[src/rtl/apb_pkg.sv]
// Shared APB definitions: transfer state encoding and the default peripheral
// memory map used by the master and the slave wrappers.
package apb_pkg;

    typedef enum logic [1:0] {
        IDLE   = 2'd0,
        SETUP  = 2'd1,
        ACCESS = 2'd2
    } apb_state_e;

    localparam logic [31:0] APB_BASE        = 32'h1000_0000;
    localparam int          APB_REGION_BITS = 12;

    // Width of a slave index; a single slave still gets one index bit.
    function automatic int idx_width(input int n);
        return (n > 1) ? $clog2(n) : 1;
    endfunction

endpackage

[src/rtl/apb_addr_decoder_n.sv]
// Maps an address onto one of NSLV consecutive 2^REGION_BITS regions above BASE,
// producing a one-hot select and a hit flag.
module apb_addr_decoder_n
    import apb_pkg::*;
#(
    parameter int                NSLV        = 9,
    parameter int                ADDR_W      = 32,
    parameter logic [ADDR_W-1:0] BASE        = ADDR_W'(APB_BASE),
    parameter int                REGION_BITS = APB_REGION_BITS
) (
    input  logic [ADDR_W-1:0] addr,
    output logic              hit,
    output logic [NSLV-1:0]   sel
);
    localparam int IDX_W  = idx_width(NSLV);
    localparam int TOP_LO = REGION_BITS + IDX_W;

    logic [IDX_W-1:0] idx;
    logic             upper_ok;
    logic             unused_offset;

    assign idx           = addr[REGION_BITS +: IDX_W];
    assign upper_ok      = (addr[ADDR_W-1:TOP_LO] == BASE[ADDR_W-1:TOP_LO]);
    assign unused_offset = ^addr[REGION_BITS-1:0];

    // Index values at or above NSLV leave sel empty, so they count as unmapped.
    always_comb begin
        sel = '0;
        for (int i = 0; i < NSLV; i++) begin
            if (upper_ok && (idx == IDX_W'(i))) sel[i] = 1'b1;
        end
    end

    assign hit = |sel;

endmodule

[src/rtl/apb_master_nslv.sv]
// APB master: latches one CPU request, runs SETUP/ACCESS against the decoded
// slave, handles wait states, PSLVERR, unmapped addresses and hung-slave timeout.
module apb_master_nslv
    import apb_pkg::*;
#(
    parameter int                NSLV        = 9,
    parameter int                ADDR_W      = 32,
    parameter int                DATA_W      = 32,
    parameter logic [ADDR_W-1:0] BASE        = ADDR_W'(APB_BASE),
    parameter int                REGION_BITS = APB_REGION_BITS,
    parameter int                TIMEOUT     = 255
) (
    input  logic                   PCLK,
    input  logic                   PRESET,
    input  logic                   req,
    input  logic                   write,
    input  logic [ADDR_W-1:0]      addr,
    input  logic [DATA_W-1:0]      wdata,
    output logic                   busy,
    output logic                   ready,
    output logic                   err,
    output logic [DATA_W-1:0]      rdata,
    output logic [ADDR_W-1:0]      PADDR,
    output logic                   PWRITE,
    output logic                   PENABLE,
    output logic [DATA_W-1:0]      PWDATA,
    output logic [NSLV-1:0]        PSEL,
    input  logic [NSLV*DATA_W-1:0] PRDATA,
    input  logic [NSLV-1:0]        PREADY,
    input  logic [NSLV-1:0]        PSLVERR
);
    localparam int IDX_W = idx_width(NSLV);
    localparam int CNT_W = (TIMEOUT > 1) ? $clog2(TIMEOUT + 1) : 1;
    localparam int OFS_W = $clog2(NSLV * DATA_W);

    apb_state_e        state, state_nxt;
    logic              hit;
    logic [NSLV-1:0]   sel_dec;
    logic [NSLV-1:0]   sel_q;
    logic [IDX_W-1:0]  idx_q;
    logic [ADDR_W-1:0] paddr_q;
    logic [DATA_W-1:0] pwdata_q;
    logic              pwrite_q;
    logic [CNT_W-1:0]  wait_cnt;
    logic [OFS_W-1:0]  rd_ofs;
    logic              pready_sel;
    logic              pslverr_sel;
    logic [DATA_W-1:0] prdata_sel;
    logic              timeout_hit;

    apb_addr_decoder_n #(
        .NSLV        (NSLV),
        .ADDR_W      (ADDR_W),
        .BASE        (BASE),
        .REGION_BITS (REGION_BITS)
    ) u_dec (
        .addr (addr),
        .hit  (hit),
        .sel  (sel_dec)
    );

    // Response mux keyed by the latched index, so PRDATA never reaches an output combinationally.
    assign rd_ofs      = OFS_W'(idx_q) * OFS_W'(DATA_W);
    assign prdata_sel  = PRDATA[rd_ofs +: DATA_W];
    assign pready_sel  = PREADY[idx_q];
    assign pslverr_sel = PSLVERR[idx_q];

    // wait_cnt counts stalled ACCESS cycles; abort once TIMEOUT of them have passed.
    assign timeout_hit = (TIMEOUT != 0) && (wait_cnt == CNT_W'(TIMEOUT));

    always_ff @(posedge PCLK) begin
        if (PRESET) state <= IDLE;
        else        state <= state_nxt;
    end

    always_comb begin
        state_nxt = state;
        case (state)
            IDLE:    if (req && hit) state_nxt = SETUP;
            SETUP:   state_nxt = ACCESS;
            ACCESS:  if (pready_sel || timeout_hit) state_nxt = IDLE;
            default: state_nxt = IDLE;
        endcase
    end

    always_ff @(posedge PCLK) begin
        if (PRESET) begin
            sel_q    <= '0;
            idx_q    <= '0;
            paddr_q  <= '0;
            pwdata_q <= '0;
            pwrite_q <= 1'b0;
            wait_cnt <= '0;
            ready    <= 1'b0;
            err      <= 1'b0;
            rdata    <= '0;
        end else begin
            ready <= 1'b0;
            case (state)
                IDLE: begin
                    if (req && hit) begin
                        sel_q    <= sel_dec;
                        idx_q    <= addr[REGION_BITS +: IDX_W];
                        paddr_q  <= addr;
                        pwrite_q <= write;
                        pwdata_q <= write ? wdata : '0;
                    end else if (req) begin
                        ready <= 1'b1;
                        err   <= 1'b1;
                        rdata <= '0;
                    end
                end
                SETUP: wait_cnt <= '0;
                ACCESS: begin
                    if (pready_sel) begin
                        ready <= 1'b1;
                        err   <= pslverr_sel;
                        rdata <= pwrite_q ? '0 : prdata_sel;
                    end else if (timeout_hit) begin
                        ready <= 1'b1;
                        err   <= 1'b1;
                        rdata <= '0;
                    end else begin
                        wait_cnt <= wait_cnt + 1'b1;
                    end
                end
                default: ;
            endcase
        end
    end

    assign busy    = (state != IDLE);
    assign PENABLE = (state == ACCESS);
    assign PSEL    = busy ? sel_q    : '0;
    assign PADDR   = busy ? paddr_q  : '0;
    assign PWDATA  = busy ? pwdata_q : '0;
    assign PWRITE  = busy & pwrite_q;

endmodule

[config.mk]
export PLATFORM = sky130hd
export DESIGN_NAME = apb_master_nslv
export DESIGN_NICKNAME = d
export VERILOG_FILES = /design/src/rtl/apb_pkg.sv /design/src/rtl/apb_addr_decoder_n.sv /design/src/rtl/apb_master_nslv.sv
export SDC_FILE = /design/constraint.sdc
export NUM_CORES = 1
export LEC_CHECK = 0
export ABC_AREA = 1
export CAP_MARGIN = 20
export CORE_AREA = 2 2 188 190
export CTS_CLUSTER_SIZE = 28
export DETAILED_ROUTE_END_ITERATION = 6
export DIE_AREA = 0 0 190 192
export GPL_TIMING_DRIVEN = 0
export PLACE_DENSITY = 0.64
export SLEW_MARGIN = 20
export SYNTH_ARGS = -nofsm -noshare
export SYNTH_HDL_FRONTEND = slang
export SYNTH_SLANG_ARGS = --single-unit
export TNS_END_PERCENT = 50
[constraint.sdc]
create_clock -name PCLK -period 3.39 [get_ports PCLK]
set_input_delay 0.339 -clock PCLK [delete_from_list [all_inputs] [get_ports PCLK]]
set_output_delay 0.339 -clock PCLK [all_outputs]
set_load 0.005 [all_outputs]
# --- Word level (Yosys, flattened, before mapping) ---
# Index checks and enable logic that the tools add are counted.
classes:
  order_cmp: 1
  addsub: 1
  n_mux: 39
  n_eq_ne: 19
  bitwise: 1
  n_reduce_logical: 21
  shifts: 1
ops:
  columns: ["cell", "count"]
  rows:
  - ["$shiftx 288x10->32", 1]
  - ["$mux 32", 8]
  - ["$pmux 32 s2", 1]
  - ["$mux 1", 19]
  - ["$eq 16x13->1 const B", 1]
  - ["$eq 4x3->1 const B", 4]
  - ["$mux 8", 2]
  - ["$pmux 8 s2", 1]
  - ["$logic_and 1x1->1", 10]
  - ["$ne 2x2->1 const B", 5]
  - ["$mux 9", 1]
  - ["$reduce_or 9->1", 1]
  - ["$add 8x1->8 const B", 1]
  - ["$bmux 1 s4", 2]
  - ["$eq 4x2->1 const B", 2]
  - ["$eq 8x8->1 const B", 1]
  - ["$pmux 2 s3", 1]
  - ["$reduce_bool 2->1", 3]
  - ["$lt 4x5->1 const B", 1]
  - ["$eq 4x1->1 const B", 1]
  - ["$eq 4x4->1 const B", 1]
  - ["$logic_not 4->1", 1]
  - ["$mux 2", 2]
  - ["$pmux 1 s2", 2]
  - ["10 further kinds", 11]
word_totals:
  register_bits: 122
  elab_cells: 93

# --- Depth between registers and ports, before layout ---
logic_depth:
  depth_word: 7
  depth_mapped: 13
  depth_no_buf: 12

# --- Hierarchy ---
# A second synthesis with hierarchy kept.
hier_totals:
  hier_cells: 1508
  hier_area_um2: 8282.9
modules_own_cells:
  columns: ["module", "cells_each", "area_per_inst_um2", "seq_area_each_um2", "instances"]
  rows:
  - ["apb_master_nslv", 1466, 8110.3, 2362.3, 1]
  - ["apb_addr_decoder_n", 42, 172.7, 0.0, 1]

# --- Worst setup path after synthesis ---
# OpenSTA, ideal clock, no wires.
synth_timing:
  path_kind: "reg-to-reg"
  start: "register wait_cnt[0]"
  end: "register rdata[20]"
  period_less_slack_ps: 1709
  stages_incl_launch_ff: 12
  path_buffers: 1
  arrival_time_ps: 1596
  setup_slack_ps: 1681
  path_cell_list: "dfxtp_1 > ha_1 > nand2_1 > nor3_1 > nand3_1 > nand4_2 > nand2_4 > inv_2 > buf_2 > nand2_1 > nand2_1 > nor2_1"
synth_between:
  elab_chain_len: 3
synth_rtl:
  columns: ["item", "line", "source"]
  rows:
  - ["start: declaration", "apb_master_nslv.sv:44", "logic [CNT_W-1:0] wait_cnt;"]
  - ["start signal: assignment", "apb_master_nslv.sv:124", "wait_cnt <= wait_cnt + 1'b1;"]
  - ["$eq 8x8->1", "apb_master_nslv.sv:69", "assign timeout_hit = (TIMEOUT != 0) && (wait_cnt == CNT_W'(TIMEOUT));"]
  - ["$ne 3x1->1 (no line)", null, null]
  - ["$reduce_and 4->1 (no line)", null, null]
  - ["end signal: assignment", "apb_master_nslv.sv:118", "rdata <= pwrite_q ? '0 : prdata_sel;"]
  - ["end: declaration", "apb_master_nslv.sv:22", "output logic [DATA_W-1:0] rdata,"]
# Every way passes these cells.
# A chain may end at the register's enable or synchronous reset.

# --- Worst setup path in the final report ---
layout_timing:
  start: "register state[0]"
  end: "output port PADDR[13]"
layout_between:
  elab_chain_len: 2
layout_rtl:
  columns: ["item", "line", "source"]
  rows:
  - ["start: declaration", "apb_master_nslv.sv:36", "apb_state_e state, state_nxt;"]
  - ["start signal: assignment", "apb_master_nslv.sv:73", "else state <= state_nxt;"]
  - ["$reduce_bool 2->1", "apb_master_nslv.sv:132", "assign busy = (state != IDLE);"]
  - ["$mux 32", "apb_master_nslv.sv:135", "assign PADDR = busy ? paddr_q : '0;"]
  - ["end: declaration", "apb_master_nslv.sv:23", "output logic [ADDR_W-1:0] PADDR,"]
# Every way passes these cells.

==> results.ini <==
[status]
status = finished, violations left
failed_checks = DRC

[floorplan]
die_h_um = 192
fp.coreArea_sq_mm = 0.0343
die_width_um = 190
die-area_sq_mm = 0.0365
initial_utilization = 0.250
fp-row-count = 68
io_pins = 484

[yosys]
synth_compound_area_frac = 0.0939
yosysUniqueCellTypes = 29
post-synth-top-count-cell = nand2_1
synth_top_area_share = 0.275
synthXorXnorAreaFrac = 0.00408
synthTopCellsByArea = dfxtp_1 28%, nand2_1 21%, nand3_1 11%
ys_seq_area_frac = 0.275
yosys_most_used_dff = dfxtp_1
synthMuxAreaShare = 0
synthSimpleGateAreaFrac = 0.450
synth_edf_count = 0
avgSynthCellArea_sq_um = 5.44
postSynthCellCount = 1577
synth_top_cell_by_area = dfxtp_1
yosys-top-cells-count = 469 x nand2_1, 238 x inv_1, 224 x nor2_1, 191 x nand3_1, 118 x dfxtp_1
synth_top_family_by_area = simple AND/OR/NAND/NOR gates
netlist_area_sq_mm = 0.00858
ys_async_sr_fraction = 0
ys_ff_latch = 118
synthAdderAreaFrac = 0.00584
syn-num-nets = 1955
yosys_warnings = 0

[cts]
htreeDepth = 4
cts_tree = yes
cts_resized = 0
clock_sinks = 118
cts.reportedPaths.clkPinSlew_ns = 0.06
cts_buffer_depth = 2
cts_buffers = 17
postCtsSetupRepairBufs = 0
postCtsHoldBufs = 0
root_buffer = clkbuf_16
clock_latency_ns = 0.43

[grt]
antenna_found_initial = 2
grt_pass1_wl_um = 67400
grt_max_degree = 17
gr-total-overflow = 0
grtUsageTotal = 0.245
grt_pass1_vias = 11700

[critical_path]
cp_max_fo = 10
critPathMaxStageDelay_ns = 0.56
timing.rr.start = idx_q[2]
critical_path.cell_chain = inv_1, ha_1, clkbuf_1, buf_1, nor2_1, clkdlybuf4s50_1
r2r_slack_ns = 0.77
crit_type = reg2out
required_ns = 3.05
cp_slowest_cell = clkbuf_1
reg2reg_to = rdata[18]
cp-end-kind = output pin
cp_data_arrival_time_ns = 2.84
reg2reg_depth = 8
critical_path.startpoint_type = flop

[worst_hold_path]
hp-start = paddr_q[6]
hp-class = reg2reg
hold_depth = 2
whs_endpoint = paddr_q[6]

[sta]
clock_skew_ns = 0.0257
hold_viol = 0
period_needed_ns = 3.18
slew_viol_final = 0
slew_headroom = 0.488
finalSetupViolations = 0
fin_crit_sh = 0.938
fmax_mhz = 315
worst_pin_slew_ns = 0.762
grt_setup_unrepaired = no
tns_ns = 0

[power]
p_clk_frac = 0.468
ir_drop_v = 0.000306
combPwrFrac = 0.184
power_switching_mw = 0.993
power_density_mw_per_mm2 = 279
seqPwrFrac = 0.348
p_sw_frac = 0.244
power.internal_mw = 3.08
p_leak_nw = 6.28

[detailed_routing]
wirelength_um = 45700
drtIter0Drc = 734
via_count = 11700
ant_nets = 0
dr.pass1.iters = 7
drcViolationCount = 1
viasPerCell = 4.58
wire_per_inst_um = 18.0

[placed_design]
dp_hpwl_um = 37100
finalWeightedCongestion = 0.925
place_area_sq_mm = 0.0140
io_buffers = 482

[final_layout]
syn_to_final_growth_pct = 70.1
num-nets-final = 2456
layout-drive-gt1-share = 0.0483
final_cell_area_sq_mm = 0.0146
fillers = 3652
final_core_util = 0.425

[job]
drv_cap = 0

[cell type report]
| type | count | area (sq um) | area share |
|---|---|---|---|
| repair buffers | 482 | 4820 | 0.331 |
| multi-input cells | 1088 | 4750 | 0.325 |
| flip-flops and latches | 118 | 2360 | 0.162 |
| inverters | 265 | 995 | 0.0682 |
| well taps | 455 | 569 | 0.0390 |
| plain buffers | 106 | 473 | 0.0324 |
| clock buffers | 19 | 443 | 0.0304 |
| clock inverters | 13 | 171 | 0.0118 |
| diodes | 1 | 2.50 | 0.000172 |
[power groups by stage]
| stage | combinational [mW] | sequential [mW] | clock [mW] |
|---|---|---|---|
| finish | 0.751 | 1.42 | 1.91 |
| global route | 0.817 | 1.42 | 2.00 |
| CTS | 0.755 | 1.42 | 1.93 |
| detailed placement | 0.749 | 1.45 | 0 |
| global placement | 0.748 | 1.45 | 0 |
| floorplan | 0.198 | 1.45 | 0 |
[worst max-delay path by stage]
stage | start | endpoint | slack (ns) | cells after the start
after floorplan | wait_cnt[0] | rdata[20] | 1.68 | 11
after global placement | state[0] | PADDR[13] | 0.65 | 6
after detailed placement | state[1] | PADDR[13] | 0.62 | 6
after CTS | state[0] | PADDR[13] | 0.15 | 6
after global routing | state[0] | PADDR[13] | 0.01 | 6
final | state[0] | PADDR[13] | 0.21 | 6
[kinds of logic after synthesis]
| family | Yosys count |
|---|---|
| and+or+nand+nor | 929 |
| buffers and inverters | 371 |
| AOI/OAI and AO/OA | 151 |
| DFF | 118 |
| xor gates and xnor gates | 4 |
| adders and majority gates | 4 |
[through the flow]
stage | total power, mW | std cells | setup WS, ns | hold WS, ns
floorplan | 1.65 | 1577 | 1.68 | 0.431
global placement | 2.20 | 2514 | 0.655 | 0.441
detailed placement | 2.20 | 2514 | 0.623 | 0.448
CTS | 4.11 | 2546 | 0.150 | 0.457
global route | 4.23 | 2547 | 0.0135 | 0.477
finish | 4.08 | 2547 | 0.211 | 0.454
[metal layers]
layer	wire length, um	vias up	track usage
li1	-	5828	-
met1	18300	5294	0.275
met2	22500	469	0.451
met3	3300	70	0.0519
met4	1560	0	0.0936
met5	0	-	0
[sequential cells by signal, summed over array words and instances, names as in the netlist]
name      count
err           1
idx_q         3
pwdata_q     32
sel_q         9
rdata        32
ready         1
pwrite_q      1
wait_cnt      8
paddr_q      29
state         2
[placed cells by master (no fill, tap or decap), types with 4 or more instances in the layout]
cell / count
nand3_1: 191
buf_1: 16
inv_1: 238
ha_1: 4
o21ai_0: 23
clkinv_1: 4
nor3_1: 11
o211ai_1: 18
dfxtp_1: 118
nand4_1: 25
clkinv_4: 4
clkbuf_1: 52
xor2_1: 4
inv_2: 23
o21ai_1: 32
clkbuf_16: 17
nor2_1: 224
nand2_1: 469
a21oi_1: 76
buf_2: 33
clkdlybuf4s50_1: 482
[worst max-delay path: cells and delay by family (launching register included)]
kind | cells | cell delay, ns
buffers and inverters | 4 | 1.72
DFF | 1 | 0.33
adders and majority gates | 1 | 0.26
and+or+nand+nor | 1 | 0.11
Note: power is estimated with default switching activity, not from simulation.
